<file path="src/rtl/fp_div_pkg.sv">
// fp_div_pkg: shared definitions for the iterative IEEE-754 divider.
//   - FSM state encodings (plain localparam constants)
//   - bit positions inside the 5-bit exception flag vector
//   - helpers deriving quotient length, exponent bias and the canonical qNaN
package fp_div_pkg;

  localparam logic [2:0] ST_IDLE   = 3'd0;
  localparam logic [2:0] ST_UNPACK = 3'd1;
  localparam logic [2:0] ST_DIV    = 3'd2;
  localparam logic [2:0] ST_ROUND  = 3'd3;
  localparam logic [2:0] ST_DONE   = 3'd4;

  // flags = {invalid, div_by_zero, overflow, underflow, inexact}
  localparam int FLAG_NV = 4;
  localparam int FLAG_DZ = 3;
  localparam int FLAG_OF = 2;
  localparam int FLAG_UF = 1;
  localparam int FLAG_NX = 0;

  // Quotient bits developed: hidden + fraction + normalise + guard.
  function automatic int q_bits_of(input int man_w);
    return man_w + 3;
  endfunction

  function automatic int bias_of(input int exp_w);
    return (1 << (exp_w - 1)) - 1;
  endfunction

  // Canonical quiet NaN: sign 0, exponent all ones, fraction MSB set.
  // Returned zero-extended to 64 bits; callers cast down to their width.
  function automatic logic [63:0] canon_nan(input int exp_w, input int man_w);
    logic [63:0] r;
    r = ((64'd1 << exp_w) - 64'd1) << man_w;
    r = r | (64'd1 << (man_w - 1));
    return r;
  endfunction

endpackage

</file>
<file path="src/rtl/fp_div_unpack.sv">
// fp_div_unpack: combinational classification of one dividend/divisor pair.
// Ports:
//   a, b        operands (sign | exponent | fraction)
//   special     result is fully determined without dividing
//   spec_q      that result (qNaN, signed inf or signed zero)
//   spec_flags  flags that go with spec_q
//   sign        result sign, sa ^ sb
//   man_a/man_b significands with the hidden one restored
//   exp_q       biased result exponent before normalisation (signed)
// Exponent 0 is treated as zero: subnormal inputs flush silently.
module fp_div_unpack
  import fp_div_pkg::*;
#(
  parameter int EXP_W = 8,
  parameter int MAN_W = 23
) (
  input  logic [EXP_W+MAN_W:0]   a,
  input  logic [EXP_W+MAN_W:0]   b,
  output logic                   special,
  output logic [EXP_W+MAN_W:0]   spec_q,
  output logic [4:0]             spec_flags,
  output logic                   sign,
  output logic [MAN_W:0]         man_a,
  output logic [MAN_W:0]         man_b,
  output logic signed [EXP_W+1:0] exp_q
);

  localparam int W = 1 + EXP_W + MAN_W;
  localparam logic signed [EXP_W+1:0] BIAS = (EXP_W+2)'(bias_of(EXP_W));
  localparam logic [W-1:0] QNAN = W'(canon_nan(EXP_W, MAN_W));

  logic [EXP_W-1:0] ea;
  logic [EXP_W-1:0] eb;
  logic [MAN_W-1:0] fa;
  logic [MAN_W-1:0] fb;
  logic a_zero;
  logic a_inf;
  logic a_nan;
  logic b_zero;
  logic b_inf;
  logic b_nan;
  logic [W-1:0] inf_q;
  logic [W-1:0] zero_q;

  assign ea = a[W-2:MAN_W];
  assign eb = b[W-2:MAN_W];
  assign fa = a[MAN_W-1:0];
  assign fb = b[MAN_W-1:0];

  assign a_zero = (ea == '0);
  assign a_inf  = (ea == '1) && (fa == '0);
  assign a_nan  = (ea == '1) && (fa != '0);
  assign b_zero = (eb == '0);
  assign b_inf  = (eb == '1) && (fb == '0);
  assign b_nan  = (eb == '1) && (fb != '0);

  assign sign  = a[W-1] ^ b[W-1];
  assign man_a = {1'b1, fa};
  assign man_b = {1'b1, fb};
  assign exp_q = $signed({2'b00, ea}) - $signed({2'b00, eb}) + BIAS;

  assign inf_q  = {sign, {EXP_W{1'b1}}, {MAN_W{1'b0}}};
  assign zero_q = {sign, {(W-1){1'b0}}};

  // Priority order matters: NaN and indeterminate forms first, then x/0
  // (a is known finite nonzero there), then inf/finite (which also covers
  // inf/0), then anything that collapses to zero.
  always_comb begin
    special    = 1'b1;
    spec_q     = '0;
    spec_flags = '0;
    if (a_nan || b_nan || (a_zero && b_zero) || (a_inf && b_inf)) begin
      spec_q              = QNAN;
      spec_flags[FLAG_NV] = 1'b1;
    end else if (b_zero && !a_inf) begin
      spec_q              = inf_q;
      spec_flags[FLAG_DZ] = 1'b1;
    end else if (a_inf) begin
      spec_q = inf_q;
    end else if (a_zero || b_inf) begin
      spec_q = zero_q;
    end else begin
      special = 1'b0;
    end
  end

endmodule

</file>
<file path="src/rtl/fp_div_iter.sv">
// fp_div_iter: iterative IEEE-754 divider, q = a / b, one quotient bit per
// cycle, round-to-nearest-even, single operation outstanding.
// Ports:
//   clk, rst     clock, asynchronous active-high reset
//   enable       clock enable; low freezes every register
//   start        request, sampled only with enable high
//   a, b         dividend, divisor (W = 1+EXP_W+MAN_W bits)
//   q, flags     result and {invalid, div_by_zero, overflow, underflow,
//                inexact}; registered, updated only when done rises
//   done         one-cycle pulse (held while enable is low)
//   busy         operation in flight, UNPACK through DONE
//   stall        start seen while busy; such a request is dropped
module fp_div_iter
  import fp_div_pkg::*;
#(
  parameter int EXP_W = 8,
  parameter int MAN_W = 23
) (
  input  logic                 clk,
  input  logic                 rst,
  input  logic                 enable,
  input  logic                 start,
  input  logic [EXP_W+MAN_W:0] a,
  input  logic [EXP_W+MAN_W:0] b,
  output logic [EXP_W+MAN_W:0] q,
  output logic                 done,
  output logic                 busy,
  output logic                 stall,
  output logic [4:0]           flags
);

  localparam int W  = 1 + EXP_W + MAN_W;
  localparam int QB = q_bits_of(MAN_W);
  localparam int CW = $clog2(QB);
  localparam logic signed [EXP_W+1:0] EMAX = (EXP_W+2)'((1 << EXP_W) - 1);
  localparam logic signed [EXP_W+1:0] ONE  = (EXP_W+2)'(1);

  logic [2:0]              state;
  logic [W-1:0]            op_a;
  logic [W-1:0]            op_b;
  logic [W-1:0]            res_q;
  logic [4:0]              res_flags;
  logic                    sgn;
  logic signed [EXP_W+1:0] ex;
  logic [MAN_W+1:0]        rem;
  logic [MAN_W:0]          dvs;
  logic [QB-1:0]           quo;
  logic [CW-1:0]           cnt;

  logic                    u_special;
  logic [W-1:0]            u_q;
  logic [4:0]              u_flags;
  logic                    u_sign;
  logic [MAN_W:0]          u_man_a;
  logic [MAN_W:0]          u_man_b;
  logic signed [EXP_W+1:0] u_exp;

  logic                    rem_ge;
  logic [MAN_W+1:0]        rem_sub;

  logic                    norm_msb;
  logic [MAN_W:0]          mant;
  logic                    guard;
  logic                    sticky;
  logic                    rnd_up;
  logic [MAN_W+1:0]        msum;
  logic [MAN_W-1:0]        frac;
  logic signed [EXP_W+1:0] e_norm;
  logic signed [EXP_W+1:0] e_fin;
  logic [W-1:0]            rnd_q;
  logic [4:0]              rnd_flags;

  fp_div_unpack #(
    .EXP_W(EXP_W),
    .MAN_W(MAN_W)
  ) u_unpack (
    .a         (op_a),
    .b         (op_b),
    .special   (u_special),
    .spec_q    (u_q),
    .spec_flags(u_flags),
    .sign      (u_sign),
    .man_a     (u_man_a),
    .man_b     (u_man_b),
    .exp_q     (u_exp)
  );

  // Refusal is purely combinational on the registered busy.
  assign stall = busy & start & enable;

  // One restoring-division step. The remainder stays below twice the
  // divisor, so MAN_W+2 bits hold it and the left shift cannot overflow.
  always_comb begin
    rem_ge  = (rem >= {1'b0, dvs});
    rem_sub = rem_ge ? (rem - {1'b0, dvs}) : rem;
  end

  // Normalise, round to nearest even and range-check the finished quotient.
  // When the quotient MSB is set the lowest developed bit lies below the
  // guard position, so it is folded into sticky together with the remainder.
  always_comb begin
    norm_msb = quo[QB-1];
    if (norm_msb) begin
      mant   = quo[QB-1:2];
      guard  = quo[1];
      e_norm = ex;
    end else begin
      mant   = quo[QB-2:1];
      guard  = quo[0];
      e_norm = ex - ONE;
    end
    sticky = (rem != '0) || (norm_msb && quo[0]);
    rnd_up = guard && (sticky || mant[0]);
    msum   = {1'b0, mant} + {{(MAN_W+1){1'b0}}, rnd_up};
    if (msum[MAN_W+1]) begin
      frac  = msum[MAN_W:1];
      e_fin = e_norm + ONE;
    end else begin
      frac  = msum[MAN_W-1:0];
      e_fin = e_norm;
    end
    rnd_q              = {sgn, e_fin[EXP_W-1:0], frac};
    rnd_flags          = '0;
    rnd_flags[FLAG_NX] = guard | sticky;
    if (e_fin >= EMAX) begin
      rnd_q              = {sgn, {EXP_W{1'b1}}, {MAN_W{1'b0}}};
      rnd_flags[FLAG_OF] = 1'b1;
      rnd_flags[FLAG_NX] = 1'b1;
    end else if (e_fin[EXP_W+1] || (e_fin == '0)) begin
      rnd_q              = {sgn, {(W-1){1'b0}}};
      rnd_flags[FLAG_UF] = 1'b1;
      rnd_flags[FLAG_NX] = 1'b1;
    end
  end

  // Control FSM and datapath registers. Nothing moves while enable is low,
  // which also keeps done asserted until the next enabled edge.
  always_ff @(posedge clk or posedge rst) begin
    if (rst) begin
      state     <= ST_IDLE;
      busy      <= 1'b0;
      done      <= 1'b0;
      q         <= '0;
      flags     <= '0;
      op_a      <= '0;
      op_b      <= '0;
      res_q     <= '0;
      res_flags <= '0;
      sgn       <= 1'b0;
      ex        <= '0;
      rem       <= '0;
      dvs       <= '0;
      quo       <= '0;
      cnt       <= '0;
    end else if (enable) begin
      case (state)
        ST_IDLE: begin
          done <= 1'b0;
          if (start) begin
            op_a  <= a;
            op_b  <= b;
            busy  <= 1'b1;
            state <= ST_UNPACK;
          end
        end
        ST_UNPACK: begin
          sgn <= u_sign;
          if (u_special) begin
            res_q     <= u_q;
            res_flags <= u_flags;
            state     <= ST_DONE;
          end else begin
            rem   <= {1'b0, u_man_a};
            dvs   <= u_man_b;
            ex    <= u_exp;
            quo   <= '0;
            cnt   <= CW'(QB - 1);
            state <= ST_DIV;
          end
        end
        ST_DIV: begin
          rem <= rem_sub << 1;
          quo <= {quo[QB-2:0], rem_ge};
          cnt <= cnt - CW'(1);
          if (cnt == '0) begin
            state <= ST_ROUND;
          end
        end
        ST_ROUND: begin
          res_q     <= rnd_q;
          res_flags <= rnd_flags;
          state     <= ST_DONE;
        end
        ST_DONE: begin
          q     <= res_q;
          flags <= res_flags;
          done  <= 1'b1;
          busy  <= 1'b0;
          state <= ST_IDLE;
        end
        default: begin
          state <= ST_IDLE;
          busy  <= 1'b0;
        end
      endcase
    end
  end

endmodule

</file>
<file path="config.mk">
export PLATFORM = sky130hd
export DESIGN_NAME = fp_div_iter
export DESIGN_NICKNAME = d
export VERILOG_FILES = /design/src/rtl/fp_div_pkg.sv /design/src/rtl/fp_div_unpack.sv /design/src/rtl/fp_div_iter.sv
export SDC_FILE = /design/constraint.sdc
export NUM_CORES = 1
export LEC_CHECK = 0
export ABC_AREA = 1
export ABC_CLOCK_PERIOD_IN_PS = 17700
export BUFFER_PORTS_ARGS = -buffer_cell sky130_fd_sc_hd__buf_2
export CAP_MARGIN = 15
export CORE_UTILIZATION = 50
export CTS_BUF_LIST = sky130_fd_sc_hd__clkbuf_8
export DETAILED_ROUTE_END_ITERATION = 6
export PLACE_DENSITY_LB_ADDON = 0.2
export SYNTH_ARGS = -nofsm -noshare
export SYNTH_HDL_FRONTEND = slang
export SYNTH_SLANG_ARGS = --single-unit
</file>
<file path="constraint.sdc">
create_clock -name clk -period 17.7 [get_ports clk]
set_input_delay 0.885 -clock clk [delete_from_list [all_inputs] [get_ports clk]]
set_output_delay 0.885 -clock clk [all_outputs]
set_load 0.01 [all_outputs]
</file>
==> results of run 1 <==
[logic make-up after synthesis]
| logic type | Yosys count | share of synthesized area [%] |
|---|---|---|
| simple gates | 656 | 22.1 |
| compound gates | 376 | 15.5 |
| buf+inv | 286 | 8.74 |
| flops | 234 | 43.8 |
| xor+xnor | 55 | 3.71 |
| fa+ha+maj | 40 | 3.86 |
| mux | 27 | 2.27 |
[cell usage after synthesis (3+ instances only)]
cell and number:
clkinv_1 3, nor2_1 174, clkbuf_1 45, mux2_2 27, nor4_1 7, inv_2 3, ha_1 38, buf_6 7
buf_8 3, o211ai_1 8, a21oi_1 168, nand3_4 3, or2_2 4, a22oi_1 8, nor2_4 5, a21boi_0 4
inv_1 218, o22ai_1 36, nand3_2 9, nand3_1 60, xor2_1 37, nor3_1 15, nand2_4 3, dfrtp_1 234
o21ai_1 9, nand2_1 302, buf_1 3, nand4_1 37, nand2_2 13, o21bai_1 6, nor2_2 12, o21ai_0 112
nand3b_1 6, xnor2_1 16, o21ai_2 19
[metal layers]
| layer | vias up | routed length [um] | GRT usage [%] |
|---|---|---|---|
| met1 | 5255 | 14900 | 33.0 |
| met3 | 77 | 1320 | 4.00 |
| met5 | - | 0 | 0 |
| met2 | 253 | 14900 | 40.2 |
| met4 | 0 | 1150 | 9.96 |
| li1 | 5704 | - | - |
[worst max path at each step]
| stage | end | slack, ns | start |
|---|---|---|---|
| 2_1_floorplan | busy | 10.40 | rst |
| 3_3_place_gp | res_q[18] | 13.60 | quo[25] |
| 3_5_place_dp | res_q[18] | 13.52 | quo[25] |
| 4_1_cts | res_q[18] | 13.52 | quo[25] |
| 5_1_grt | res_q[18] | 13.15 | quo[25] |
| 6_report | res_q[18] | 13.53 | quo[25] |
[cell type report]
| cell class | instances | area share, % |
|---|---|---|
| clock buffers | 55 | 5.03 |
| clock inverters | 19 | 1.11 |
| inverters | 225 | 5.68 |
| multi-input cells | 1154 | 42.4 |
| flip-flops and latches | 234 | 38.9 |
| well taps | 335 | 2.78 |
| repair buffers | 118 | 4.11 |
[power breakdown]
group,internal (uW),total (uW),switching [uW]
Sequential,775,926,150
Clock,322,545,223
Combinational,562,1590,1030
[state kept, by name, indices dropped and copies added (netlist names)]
name and flops:
state 3, quo 26, busy 1, q 32, ex 10, cnt 5, flags 5, op_a 32
rem 25, res_flags 5, done 1, op_b 32, sgn 1, dvs 24, res_q 32
[through the flow]
stage | util (%) | setup slack (ns) | hold slack [ns]
after CTS | 57.6 | 13.52 | 0.438
after detailed placement | 54.1 | 13.52 | 0.460
after global routing | 57.6 | 13.15 | 0.466
final | 57.6 | 13.53 | 0.415
after floorplan | - | 10.40 | 0.426
after global placement | 54.1 | 13.60 | 0.457
[worst reg2reg max path: cells and delay by family (launching register included)]
family,cells,cell delay [ns]
AND/OR/NAND/NOR,10,1.66
flip-flops,1,0.72
XOR/XNOR,1,0.53
buffers and inverters,2,0.51
AO/OA/AOI/OAI,2,0.40
adder cells (fa/ha/maj),1,0.27
==> results by group, run 1 <==
Yosys
  – Syn nets: 1,782
  – Yosys cell types: just under 50
  – Synth Instances: 1,674
  – Post-Syn Area per Cell: 7.99 um2
  – Post-synth top area share: between 40% and 50%
  – Ys async rst share: 100%
  – Synth area leaders: dfrtp_1, nand2_1, a21oi_1
  – Post-synth top area cell: dfrtp_1
  – Post-synth EDFFs: 0
  – Most used flip-flop cell after synthesis: dfrtp_1
  – Post-synthesis register bit count: ~230
  – Yosys Warn Count: 0
  – Post-Syn Area: 0.0134 mm2
  – Sequential area share after synthesis: 43.8%

Place
  – Post-DP HPWL: 24.1 mm
  – GPL Wtd Cong: 0.941
  – Port Buf Inserts: 107
  – Area after DPL: between 0.01 and 0.015 mm2
  – Placed Instances: 2,066

Setup path
  – FF-to-FF setup slack: 13.53 ns
  – CP max FO: 33
  – CP Class: flop to flop
  – Crit-path slowest cell: dfrtp_2
  – CP Depth: 16
  – Crit path required time: approximately 18 ns
  – Worst setup EP type: flop
  – Crit path buf inv count: 2
  – CP startpoint kind: flop
  – Reg2reg end: res_q[18]
  – Reg-to-Reg Start: quo[25]
  – CP top delay family: simple AND/OR/NAND/NOR gates
  – Worst-path cell chain: buf_4, o21ai_0, nor2_2, ha_1, nand3_1, nor2_1, nand3_2, nor2_4, nand2_1, nor2_1, nand3_2, xor2_2, nand2_4, inv_4, nand3_4, o21ai_0
  – Crit path DAT: 4.62 ns
  – Max stage delay on crit path: 0.72 ns
  – Reg2Reg Depth: 16

Clock network
  – H-tree levels: 2
  – Root buffer cell: clkbuf_8
  – Num CTS Buffers: 41
  – Worst-Skew Late Latency: 0.56 ns
  – # hold bufs at CTS: 0
  – Clk pin slew, worst setup/hold paths: 0.07 ns
  – # clock sinks: 234
  – CTS tree: done
  – Max clock buf depth: 3
  – Number of setup buffers added after CTS: 0
  – Post_cts resized: 0

Power
  – P per Cell Area: 203 mW/mm2
  – Leak: 0.00734 uW
  – Power, Total: 3060 uW
  – Worst vdd ir: 0.0000912 V

Final layout
  – Commonest non-fill, non-tap cell in the layout: nand2_1
  – Area of the multi-input gates: around 0.0064 mm2
  – Layout cell share with drive strength beyond 1: between 10% and 20%
  – Design area: 0.0151 mm2
  – Most frequent cells in the layout: nand2_1, dfrtp_1, inv_1
  – # nets final: 1,882
  – Reg area: about 0.0059 mm2
  – Fillers: 2,414
  – ANT cells: 0
  – P&R area growth vs syn: 12.6%
  – Layout Cells excl Fill: 2,140

Routing
  – Iter 0 DRT Violations: about 650
  – DR vias/cell: 5.28
  – DRT antenna net count: 0
  – Vias post-DR: 11,289
  – Average routed wire per standard cell: around 15 um
  – Remaining DRCs: 12
  – DRT Pass-1 Iters: 7
  – Routed WL: 32.3 mm

Global route
  – First-pass GRT wire length: 53.8 mm
  – Initial antenna violation count: 0
  – Total track usage: 24.8%
  – Number of global-route vias before repair: 10,843
  – Total global routing overflow: 0
  – Largest net degree at the start of global routing: 106

Floorplanning
  – DIE AREA: 0.0274 mm2
  – Initial Util: approximately half
  – IO Count: 108
  – Core area: 0.0261 mm2
  – Site Rows: 59
  – Die Span Y: 166 um
  – Die width: 166 um

STA
  – Fin. Hold Viols: 0
  – Period Utilization, post-route: 23.5%
  – Slew @ Worst Pin: between 0.9 and 1 ns
  – Final setup fails: 0
  – Achievable clock frequency: around 0.24 GHz
  – Final setup TNS: 0 ns
  – Final min period: 4.17 ns
  – Slew Viols, Final: 0
  – Max-Slew Margin vs Limit: between 30 and 40%
  – RSZ-0062 raised after global routing: false
  – Layout Skew: about 0.037 ns

Status
  – Failing checks: DRC
  – Status: finished, violations left

Flow run
  – Max-cap violations: 0

Worst hold path
  – HP Class: input port to asynchronous set/reset pin
No activity file was read; power rests on OpenSTA's default activity.
==> run 2, diff against run 1 <==
ABC_CLOCK_PERIOD_IN_PS = 4200   (was 17700)
clock period = 4.2 ns   (was 17.7 ns; I/O delays follow)
==> run 2 against run 1 <==
First-iteration DRC count increased by 14%. The flow still finishes with violations (DRC). Clock-buffer cell count decreased by 2. Sequential cell count unchanged. Critical endpoint unchanged. Sequential power grew to 4.2 times the previous value.
==> results by group, run 2 (synthesis results as in run 1) <==
Routing
  – DR vias/cell: 5.25 (-0.49%)
  – DRT antenna net count: 0 (unchanged)
  – Iter 0 DRT Violations: 735 (+14%)
  – Vias post-DR: 11,580 (+2.6%)
  – Average routed wire per standard cell: 15.6 um (+3.1%)
  – DRT Pass-1 Iters: 7 (unchanged)
  – Remaining DRCs: 14 (+2)
  – Routed WL: 34.3 mm (+6.2%)

STA
  – Slew @ Worst Pin: 1.01 ns (+0.0165 ns)
  – Achievable clock frequency: 0.273 GHz (+14%)
  – Final setup fails: 0 (unchanged)
  – Final setup TNS: 0 ns (unchanged)
  – Max-Slew Margin vs Limit: 32.6% (-1.1 points)
  – Final min period: 3.66 ns (-0.509 ns)
  – Slew Viols, Final: 0 (unchanged)
  – Period Utilization, post-route: 87.1% (+64 points)
  – RSZ-0062 raised after global routing: false
  – Fin. Hold Viols: 0 (unchanged)
  – Layout Skew: 0.0258 ns (-0.0110 ns)
  – Tightest hold margin: 0.200 ns (-0.215 ns)

Clock network
  – Max clock buf depth: 3 (unchanged)
  – Clk pin slew, worst setup/hold paths: 0.06 ns (about the same)
  – Num CTS Buffers: 41 (unchanged)
  – CTS tree: done
  – Post_cts resized: 0 (unchanged)
  – Root buffer cell: clkbuf_8
  – H-tree levels: 2 (unchanged)
  – Number of setup buffers added after CTS: 0 (unchanged)
  – Worst-Skew Late Latency: 0.56 ns (about the same)
  – # hold bufs at CTS: 65 (+65)
  – # clock sinks: 234 (unchanged)

Status
  – Status: finished, violations left
  – Failing checks: DRC

Power
  – P per Cell Area: 827 mW/mm2 (+310%)
  – Worst vdd ir: 0.000336 V (+270%)
  – Leak: 0.00759 uW (+3.4%)

Setup path
  – Worst setup EP type: flop
  – Crit path DAT: 4.11 ns (-0.51 ns)
  – Reg2Reg Depth: 16 (unchanged)
  – CP Class: flop to flop
  – CP max FO: 41 (+24%)
  – Crit path required time: 4.65 ns (-13.50 ns)
  – CP startpoint kind: flop

Global route
  – Largest net degree at the start of global routing: 152 (+43%)
  – Total track usage: 26.2% (+1.5 points)
  – First-pass GRT wire length: 56.8 mm (+5.7%)
  – Total global routing overflow: 0 (unchanged)
  – Number of global-route vias before repair: 11,571 (+6.7%)
  – Initial antenna violation count: 0 (unchanged)

Floorplanning
  – IO Count: 108 (unchanged)
  – Die width: 166 um (unchanged)
  – Die Span Y: 166 um (unchanged)
  – Initial Util: 51.2% (unchanged)
  – Site Rows: 59 (unchanged)
  – Core area: 0.0261 mm2 (unchanged)
  – DIE AREA: 0.0274 mm2 (unchanged)

Final layout
  – P&R area growth vs syn: 17.4%
  – # nets final: 1,950 (+3.6%)
  – Layout cell share with drive strength beyond 1: 16.0% (-0.31 points)
  – Most frequent cells in the layout: nand2_1, dfrtp_1, inv_1
  – ANT cells: 0 (unchanged)
  – Commonest non-fill, non-tap cell in the layout: nand2_1

Place
  – Port Buf Inserts: 107 (unchanged)
  – Post-DP HPWL: 24.4 mm (+0.98%)
  – GPL Wtd Cong: 0.915 (-2.7%)

Worst hold path
  – WHS Path Cells: 5
  – HP Class: input port to flop

Flow run
  – Max-cap violations: 0 (unchanged)
run 2: cell types whose count changed in the layout (fill, tap and decap cells not counted), sizes merged, moves of 2 or more:
cell         change
clkinv           +2
buf              +3
clkinvlp         +4
dlygate4sd3     +65
inv              -5
clkbuf           -2
run 2: final cells by class:
| class | count | area, um2 |
|---|---|---|
| clock inverter | 19 | 158 |
| clock buffer | 53 | 729 |
| fill | 2398 | 10400 |
| sequential | 234 | 5860 |
| tap | 335 | 419 |
| inverter | 225 | 851 |
| multi-input combinational | 1154 | 6370 |
| timing repair buffer | 186 | 1320 |
run 2: report_power, final:
group          total, uW  internal, uW  leakage, uW  switching, uW
Sequential          3900          3270      0.00281            636
Combinational       6860          2430      0.00431           4430
Clock               2230          1270     0.000467            964
run 2: through the flow:
stage	setup WS, ns	cell area (um2)	std cells	total power (uW)	utilization [%]
3_5_place_dp	0.576	14200	2069	10700	54.2
5_1_grt	0.223	15700	2206	14200	60.1
2_1_floorplan	0.926	13400	1674	8990	-
3_3_place_gp	0.726	14200	2069	10600	54.2
6_report	0.542	15700	2206	13000	60.1
4_1_cts	0.550	15700	2206	13000	60.1
run 2: worst max-delay path: stages, from the launching register on:
cell	delay, ns
dfrtp_2	0.58
buf_4	0.45
nand2_1	0.10
o21ai_1	0.27
inv_1	0.08
nor2_1	0.14
nand3_2	0.14
nor2_4	0.20
nand2_1	0.31
nor2_1	0.25
nand3_2	0.11
xor2_2	0.12
buf_4	0.21
nand2_4	0.08
inv_4	0.09
nand3_4	0.19
o21ai_0	0.22
run 2: path summary, 6_finish.rpt:
kind	from	endpoint	slack, ns
max	quo[25]	res_q[18]	0.54
min	enable	state[0]	0.20
max reg2reg	quo[25]	res_q[18]	0.54
min reg2reg	flags[4]	flags[4]	0.48
max in group asynchronous	rst	q[23]	2.95
min in group asynchronous	rst	quo[17]	0.42
run 2: metal layers:
layer	up-vias	part of all wire, %	GRT usage, %
li1	5852	-	-
met1	5394	45	33.2
met2	252	47	44.6
met3	82	3.6	3.57
met4	0	4.3	11.8
met5	-	0	0
